## config.mk

```make
export PLATFORM = sky130hd
export DESIGN_NAME = pc_sequencer
export DESIGN_NICKNAME = d
export VERILOG_FILES = /design/src/rtl/pc_sequencer_pkg.sv /design/src/rtl/pc_next_calc.sv /design/src/rtl/pc_sequencer.sv
export SDC_FILE = /design/constraint.sdc
export NUM_CORES = 1
export LEC_CHECK = 0
export CORE_UTILIZATION = 42
export CTS_CLUSTER_SIZE = 14
export DETAILED_ROUTE_END_ITERATION = 10
export GPL_TIMING_DRIVEN = 0
export MAX_ROUTING_LAYER = met4
export PLACE_DENSITY = 0.77
export SLEW_MARGIN = 20
export SYNTH_ARGS = -nofsm -noshare
export SYNTH_HDL_FRONTEND = slang
export SYNTH_SLANG_ARGS = --single-unit
```

## constraint.sdc

```tcl
create_clock -name clk -period 3.6 [get_ports clk]
set_clock_uncertainty 0.1 [all_clocks]
set_input_delay 0.36 -clock clk [delete_from_list [all_inputs] [get_ports clk]]
set_output_delay 0.36 -clock clk [all_outputs]
set_load 0.03 [all_outputs]
```

## src/rtl/pc_sequencer_pkg.sv

```systemverilog
// Shared definitions for the PC sequencer.
// Holds the FSM state encoding, the jump-unit path codes and the default reset PC.
package pc_sequencer_pkg;

  typedef enum logic [1:0] {
    StIdle,
    StRun,
    StWaitJu,
    StFault
  } seq_state_e;

  // Path index reported to the jump unit
  localparam logic [3:0] PathJ  = 4'd6;
  localparam logic [3:0] PathJr = 4'd7;

  localparam logic [31:0] ResetPcDefault = 32'h0000_0000;

endpackage

```

## src/rtl/pc_next_calc.sv

```systemverilog
// Combinational next-PC arithmetic for the PC sequencer.
// Ports:
//   pc        in  32  current PC
//   br_off    in  16  signed word offset of a taken branch
//   pc_inc    out 32  pc + 1 (wraps mod 2^32)
//   br_target out 32  pc + 1 + sign-extended br_off (mod 2^32)
module pc_next_calc (
  input  logic [31:0] pc,
  input  logic [15:0] br_off,
  output logic [31:0] pc_inc,
  output logic [31:0] br_target
);

  always_comb begin
    pc_inc    = pc + 32'd1;
    br_target = pc_inc + {{16{br_off[15]}}, br_off};
  end

endmodule

```

## src/rtl/pc_sequencer.sv

```systemverilog
// Program-counter sequencer: steps the PC sequentially, applies taken branches
// locally and hands J/JR jumps to an external jump unit, waiting for its result.
// Optional feature: define PC_SEQ_TIMEOUT_EN to fault after JU_TIMEOUT cycles in
// WAIT_JU without jump_done; otherwise WAIT_JU waits forever and fault is 0.
// Ports:
//   clk, rst (sync, active-high)      clock and reset
//   en, stall                         run enable, hold this cycle
//   br_req, br_taken, br_off          resolved branch and its signed word offset
//   j_req, j_addr / jr_req, jr_addr   J-type and register jump requests
//   ju_en, ju_jump, ju_path, ju_pc,
//   ju_addr, ju_reg                   latched request to the jump unit
//   jump_done, ju_pc_out              jump-unit completion and target
//   pc, pc_valid, redirect, busy,
//   fault                             sequencer status
// All outputs are registered.
module pc_sequencer
  import pc_sequencer_pkg::*;
#(
  parameter logic [31:0] RESET_PC   = ResetPcDefault,
  parameter int unsigned JU_TIMEOUT = 15
) (
  input  logic        clk,
  input  logic        rst,
  input  logic        en,
  input  logic        stall,
  input  logic        br_req,
  input  logic        br_taken,
  input  logic [15:0] br_off,
  input  logic        j_req,
  input  logic [25:0] j_addr,
  input  logic        jr_req,
  input  logic [31:0] jr_addr,
  output logic        ju_en,
  output logic        ju_jump,
  output logic [3:0]  ju_path,
  output logic [31:0] ju_pc,
  output logic [25:0] ju_addr,
  output logic [31:0] ju_reg,
  input  logic        jump_done,
  input  logic [31:0] ju_pc_out,
  output logic [31:0] pc,
  output logic        pc_valid,
  output logic        redirect,
  output logic        busy,
  output logic        fault
);

  seq_state_e  state;
  logic [31:0] pc_inc;
  logic [31:0] br_target;

  pc_next_calc u_pc_next_calc (
    .pc        (pc),
    .br_off    (br_off),
    .pc_inc    (pc_inc),
    .br_target (br_target)
  );

`ifdef PC_SEQ_TIMEOUT_EN
  localparam int unsigned CntW = $clog2(JU_TIMEOUT + 1);
  logic [CntW-1:0] tmo_cnt;
  logic            fault_q;
  assign fault = fault_q;
`else
  logic unused_cfg;
  assign unused_cfg = ^JU_TIMEOUT;
  assign fault      = 1'b0;
`endif

  always_ff @(posedge clk) begin
    if (rst) begin
      state    <= StIdle;
      pc       <= RESET_PC;
      pc_valid <= 1'b0;
      redirect <= 1'b0;
      busy     <= 1'b0;
      ju_en    <= 1'b0;
      ju_jump  <= 1'b0;
      ju_path  <= 4'd0;
      ju_pc    <= 32'd0;
      ju_addr  <= 26'd0;
      ju_reg   <= 32'd0;
`ifdef PC_SEQ_TIMEOUT_EN
      tmo_cnt  <= '0;
      fault_q  <= 1'b0;
`endif
    end else begin
      unique case (state)
        StIdle: begin
          pc_valid <= 1'b0;
          redirect <= 1'b0;
          if (en) state <= StRun;
        end
        StRun: begin
          // pc_valid/redirect describe the step just taken, so a stalled,
          // disabled or jumping cycle clears them
          if (stall || !en) begin
            pc_valid <= 1'b0;
            redirect <= 1'b0;
            if (!stall) state <= StIdle;
          end else if (jr_req || j_req) begin
            state    <= StWaitJu;
            pc_valid <= 1'b0;
            redirect <= 1'b0;
            busy     <= 1'b1;
            ju_en    <= 1'b1;
            ju_jump  <= 1'b1;
            ju_path  <= jr_req ? PathJr : PathJ;
            ju_pc    <= pc_inc;
            ju_addr  <= j_addr;
            ju_reg   <= jr_addr;
          end else begin
            pc_valid <= 1'b1;
            redirect <= br_req && br_taken;
            pc       <= (br_req && br_taken) ? br_target : pc_inc;
          end
        end
        StWaitJu: begin
          if (jump_done) begin
            state    <= en ? StRun : StIdle;
            pc       <= ju_pc_out;
            redirect <= 1'b1;
            busy     <= 1'b0;
            ju_en    <= 1'b0;
            ju_jump  <= 1'b0;
`ifdef PC_SEQ_TIMEOUT_EN
            tmo_cnt  <= '0;
          end else if (tmo_cnt == CntW'(JU_TIMEOUT - 1)) begin
            state    <= StFault;
            fault_q  <= 1'b1;
            busy     <= 1'b0;
            ju_en    <= 1'b0;
            ju_jump  <= 1'b0;
            tmo_cnt  <= '0;
          end else begin
            tmo_cnt  <= tmo_cnt + CntW'(1);
`endif
          end
        end
        StFault: begin
          // Absorbing until rst
          pc_valid <= 1'b0;
          redirect <= 1'b0;
        end
      endcase
    end
  end

endmodule
```

==> results of run 1 <==
==> path summary, 6_finish.rpt <==
path / to / depth (start not counted) / startpoint
worst max-delay path: pc[31]$_SDFFE_PP0P_ / 20 / pc[0]$_SDFFE_PP0P_
worst min-delay path: ju_addr[22]$_SDFFE_PP0P_ / 2 / ju_addr[22]$_SDFFE_PP0P_
worst max register to register: pc[31]$_SDFFE_PP0P_ / 20 / pc[0]$_SDFFE_PP0P_
worst min register to register: ju_addr[22]$_SDFFE_PP0P_ / 2 / ju_addr[22]$_SDFFE_PP0P_
==> synth_stat cells (2+ instances only) <==
cell type / n
o21ai_1: 3
and3_1: 12
a21oi_1: 118
o31ai_1: 2
xnor2_1: 36
a221oi_1: 2
o21bai_1: 6
or3_1: 3
o21ai_0: 43
a32o_1: 2
o22ai_1: 2
a22oi_1: 2
nand2b_1: 5
and4_1: 2
buf_2: 2
and2_1: 4
a32oi_1: 3
or4_1: 2
xor2_1: 22
buf_6: 2
buf_1: 7
a21boi_0: 2
clkbuf_1: 46
nand2_1: 204
or2_1: 2
buf_4: 5
a2bb2oi_1: 2
nor2_1: 97
o211ai_1: 19
inv_1: 40
o21a_1: 2
nand4_1: 10
a211oi_1: 31
nor2b_1: 4
a21o_1: 17
nor3_1: 23
ha_1: 44
a31oi_1: 7
dfxtp_1: 129
nand3_1: 22
==> worst max-delay path, cell delays in order, from the launching register on <==
cell      delay [ns]
dfxtp_4         0.37
and3_4          0.20
nand3_4         0.09
or2_1           0.24
buf_6           0.16
nor2b_4         0.12
buf_8           0.14
buf_4           0.11
nand3_2         0.12
xnor2_4         0.18
ha_1            0.25
a21oi_1         0.24
o21bai_1        0.10
a21oi_1         0.19
nor2_1          0.10
nor2_1          0.23
o311ai_4        0.18
a31oi_1         0.19
xor2_1          0.10
or3_1           0.35
a41o_1          0.24
==> per-layer routing <==
metal	share of wire, %	vias up	GRT usage [%]
met5	0	-	-
li1	-	4119	-
met1	40	4103	38.6
met3	9.0	111	7.74
met4	4.3	0	13.7
met2	47	477	51.9
==> area by class of cell <==
class                   count  area [µm²]
multi-input cells         780        5330
fillers                  1379        5250
repair buffers            300        2870
flip-flops and latches    129        2620
clock buffers              20         468
plain buffers              62         297
well taps                 225         282
inverters                  40         150
clock inverters            12         148
==> power breakdown <==
part	switching, mW	total, mW	internal (mW)
clock network	0.721	1.82	1.10
logic	0.987	1.73	0.741
registers	0.100	1.63	1.53
==> kinds of logic (layout without fill, tap and decap cells) <==
group	after synthesis	after routing	share of synthesized area [%]
other cells	1	2	0.0499
mux	2	2	0.283
compound gates	273	273	22.1
fa+ha+maj	45	45	7.59
simple gates	400	400	23.3
xor+xnor	58	58	6.76
flops	129	129	34.3
buf+inv	103	434	5.64
==> metrics by stage <==
stage	power [mW]	hold slack, ns
after floorplan	2.54	0.365
after global placement	3.10	0.341
after detailed placement	3.12	0.346
after CTS	5.03	0.354
after global routing	5.37	0.368
final	5.18	0.351
==> what timing repair did <==
item | 4_1_cts | 5_1_grt
endpoints found under the setup margin | 16 | 21
endpoints found under the hold margin | 0 | 0
setup buffers | 26 | 30
resized for setup | 65 | 76
pin swaps | 15 | 22
==> reports/metrics.csv, run 1 <==
metric;value;unit
status;finished, violations left;
violations;setup timing;
maxCapViolations;0;
portBuffers;244;
grt_pass1_vias;8087;
syn_inst;1011;
std_cell_rows;48;
coreArea;17400;µm²
dpl.hpwl;21700;µm
first_iter_violations;676;
dp.cells;1481;
rsz0062_at_grt;true;
die_area;18400;µm²
clk_latency;0.43;ns
synth_seq_cells;129;
layout_commonest_cell;clkdlybuf4s50_1;
drc;0;
relSlewSlack;27.3;%
arrival;4.33;ns
crit_type;reg -> reg;
nets;1490;
synth.top_cell.area_share;34.3;%
final_cell_mix;clkdlybuf4s50_1 (243), nand2_1 (201), dfxtp_1 (112);
htree_levels;4;
crit_fanout;6;
syn_area_per_cell;7.44;µm²
dpl_cell_area;10400;µm²
yosys_warnings;0;
fin_area;12200;µm²
hold_buffers;0;
synth_cell_type_count;65;
ir_worst_vdd;0.450;mV
final_util;69.8;%
pre_cts_ws;-0.868;ns
finalMaxSlewViolations;0;
p_per_area;426;nW/µm²
drive_gt1_share;17.1;%
max_freq;243;MHz
detail-route-antenna-nets;0;
min_period;4.11;ns
fin_cells;1568;
grt_pass1_wl;43800;µm
routedWlPerCell;19.6;µm
synth_area;7520;µm²
die_h;136;µm
r2r_setup_slack;-0.51;ns
hp-class;reg -> reg;
setup_ws;-0.513;ns
gr-total-overflow;0;
root_buffer;clkbuf_16;
finalSetupTns;-2.37;ns
cts_tree;built;
timing_hold_violations_final;0;
async_flop_share;0;%
clk_pin_slew_worst_paths;0.06;ns
tightestPinTransition;1.08;ns
area_delta_synth_final;61.8;%
vias_per_cell;5.62;
cts-buffers-inserted;17;
cts.sink_count;129;
ys_seq_area_share;34.3;%
synth_ff_type;dfxtp_1;
setup_violations;12;
startpoint_type;flip-flop;
vias;8810;
antenna_found_initial;0;
start_util;43.2;%
diodes;0;
period_share;114;%
totalWireLength;30700;µm
endpoint_kind;flip-flop;
grt_use_total;32.4;%
synth-edff-count;0;
io_pins;247;
grt_max_degree;23;
leakagePower;4.65;nW
yosysTopAreaCell;dfxtp_1;
worstPathRequired;3.82;ns
synth.top_cells.by_area;dfxtp_1 (34%), nand2_1 (10%), a21oi_1 (7.9%);
die_x;136;µm
cts_buffer_depth;2;
firstDrtPassIters;5;
routabilityCongestion;0.945;
No activity file was read; power rests on OpenSTA's default activity.
==> run 2: changes to the inputs <==
--- a/config.mk
+++ b/config.mk
@@ -5,6 +5,7 @@
 export SDC_FILE = /design/constraint.sdc
 export NUM_CORES = 1
 export LEC_CHECK = 0
+export CORE_MARGIN = 4
 export CORE_UTILIZATION = 42
 export CTS_CLUSTER_SIZE = 14
 export DETAILED_ROUTE_END_ITERATION = 10
==> reports/metrics.csv, run 2 (synthesis gave the netlist of run 1 again) <==
metric;value;unit;change
clk_pin_slew_worst_paths;0.06;ns;about the same
routabilityCongestion;1.00;;was 0.945
finalSetupTns;-1.84;ns;was -2.37 ns
final_util;69.6;%;was 69.8%
dp.cells;1481;;unchanged
relSlewSlack;36.4;%;was 27.3%
max_freq;247;MHz;was 243 MHz
finalMaxSlewViolations;0;;unchanged
status;finished, violations left;;unchanged
vias_per_cell;5.58;;was 5.62
maxCapViolations;0;;unchanged
detail-route-antenna-nets;0;;unchanged
gr-total-overflow;0;;unchanged
die_x;142;µm;was 136 µm
nFillCells;1399;;was 1,379
startpoint_type;flip-flop;;unchanged
grt_max_degree;23;;unchanged
diodes;0;;unchanged
die_area;20100;µm²;was 18,400 µm²
hp-class;reg -> reg;;unchanged
tightestPinTransition;0.948;ns;was 1.08 ns
vias;8699;;was 8,810
worstPathRequired;3.82;ns;about the same
worstPathCellList;and4_4 -> nand3_4 -> nor4_4 -> nor2b_4 -> buf_8 -> buf_4 -> nand3_4 -> xor2_4 -> inv_2 -> ha_4 -> nand2_1 -> or3_4 -> nor2_4 -> nor2_1 -> o311ai_4 -> a31oi_2 -> xor2_1 -> or3_1 -> a41o_1;;was and3_4 -> nand3_4 -> or2_1 -> buf_6 -> nor2b_4 -> buf_8 -> buf_4 -> nand3_2 -> xnor2_4 -> ha_1 -> a21oi_1 -> o21bai_1 -> a21oi_1 -> nor2_1 -> nor2_1 -> o311ai_4 -> a31oi_1 -> xor2_1 -> or3_1 -> a41o_1
portBuffers;244;;unchanged
setup_violations;9;;was 12
dpl_cell_area;10400;µm²;unchanged
area_delta_synth_final;61.1;%;was 61.8%
totalWireLength;30900;µm;was 30,700 µm
std_cell_rows;48;;unchanged
violations;setup timing;;unchanged
io_pins;247;;unchanged
drive_gt1_share;16.9;%;was 17.1%
grt_pass1_wl;44400;µm;was 43,800 µm
fin_area;12100;µm²;was 12,200 µm²
p_per_area;425;nW/µm²;was 426 nW/µm²
nets;1480;;was 1,490
crit_type;reg -> reg;;unchanged
fin_cells;1558;;was 1,568
htree_levels;4;;unchanged
pre_cts_ws;-0.819;ns;was -0.868 ns
crit_path_frequent_cell;nand3_4;;
routedWlPerCell;19.8;µm;was 19.6 µm
endpoint_kind;flip-flop;;unchanged
min_period;4.05;ns;was 4.11 ns
cts_buffer_depth;2;;unchanged
root_buffer;clkbuf_16;;unchanged
cts-buffers-inserted;17;;unchanged
drc;0;;unchanged
grt_pass1_vias;8127;;was 8,087
cts_tree;built;;unchanged
final_cell_mix;clkdlybuf4s50_1 (243), nand2_1 (200), dfxtp_1 (111);;was clkdlybuf4s50_1 (243), nand2_1 (201), dfxtp_1 (112)
grt_use_total;29.0;%;was 32.4%
ir_worst_vdd;0.371;mV;was 0.450 mV
arrival;4.27;ns;was 4.33 ns
hold_buffers;0;;unchanged
clk_latency;0.43;ns;about the same
leakagePower;4.61;nW;was 4.65 nW
timing_hold_violations_final;0;;unchanged
period_share;113;%;was 114%
layout_commonest_cell;clkdlybuf4s50_1;;unchanged
start_util;43.2;%;unchanged
die_h;142;µm;was 136 µm
coreArea;17400;µm²;unchanged
antenna_found_initial;0;;unchanged
crit_fanout;6;;unchanged
slowest_stage;or3_4;;was dfxtp_4
firstDrtPassIters;5;;unchanged
cts.sink_count;129;;unchanged
dpl.hpwl;22100;µm;was 21,700 µm
setup_ws;-0.452;ns;was -0.513 ns
slowest_delay;0.43;ns;was 0.37 ns
first_iter_violations;708;;was 676
rsz0062_at_grt;true;;unchanged
-- run 2: through the flow --
| stage | hold WS, ns | total power, mW |
|---|---|---|
| finish | 0.354 | 5.15 |
| global route | 0.371 | 5.35 |
| CTS | 0.354 | 4.99 |
| detailed placement | 0.346 | 3.12 |
| global placement | 0.341 | 3.11 |
| floorplan | 0.365 | 2.54 |
-- run 2: worst max-delay path, delay by kind of cell, from the launching register on --
family	cells	cell delay [ns]
buffers and inverters	3	0.37
and+or+nand+nor	10	1.99
AOI/OAI and AO/OA	3	0.47
adders and majority gates	1	0.29
DFF	1	0.35
xor gates and xnor gates	2	0.35
-- run 2: cell type report --
class | count | area, µm² | share of cell area (%)
Multi-Input combinational cell | 780 | 5370 | 44.3
Timing Repair Buffer | 290 | 2790 | 23.1
Sequential cell | 129 | 2630 | 21.7
Clock buffer | 19 | 464 | 3.83
Buffer | 62 | 285 | 2.35
Tap cell | 225 | 282 | 2.32
Inverter | 40 | 150 | 1.24
Clock inverter | 13 | 146 | 1.21
-- run 2: path summary, 6_finish.rpt --
check                             to  cells past startpoint  slack (ns)               startpoint
min          ju_reg[18]$_SDFFE_PP0P_                      2        0.35  ju_reg[18]$_SDFFE_PP0P_
max reg2reg      pc[31]$_SDFFE_PP0P_                     19       -0.45      pc[10]$_SDFFE_PP0P_
max              pc[31]$_SDFFE_PP0P_                     19       -0.45      pc[10]$_SDFFE_PP0P_
min reg2reg  ju_reg[18]$_SDFFE_PP0P_                      2        0.35  ju_reg[18]$_SDFFE_PP0P_
-- run 2: what timing repair did --
action / CTS / global route
pin swaps: 15 / 40
cloned: 0 / 0
endpoints found under the setup margin: 15 / 19
endpoints found under the hold margin: 0 / 0
setup buffers: 24 / 22
resized for setup: 57 / 96
-- run 2: power by group --
group          total (mW)  switching [mW]  internal, mW  leakage [nW]
registers            1.63          0.0984          1.53          1.06
clock network        1.81           0.716          1.09         0.298
logic                1.71           0.983         0.731          3.25
-- run 2: routing by layer --
metal	part of all wire, %	vias to the layer above	global-route usage [%]	routed length (µm)
met4	4.0	0	11.9	1230
met1	41	4048	37.2	12800
li1	-	4086	-	-
met5	0	-	-	0
met3	8.3	93	7.21	2570
met2	46	472	43.8	14300
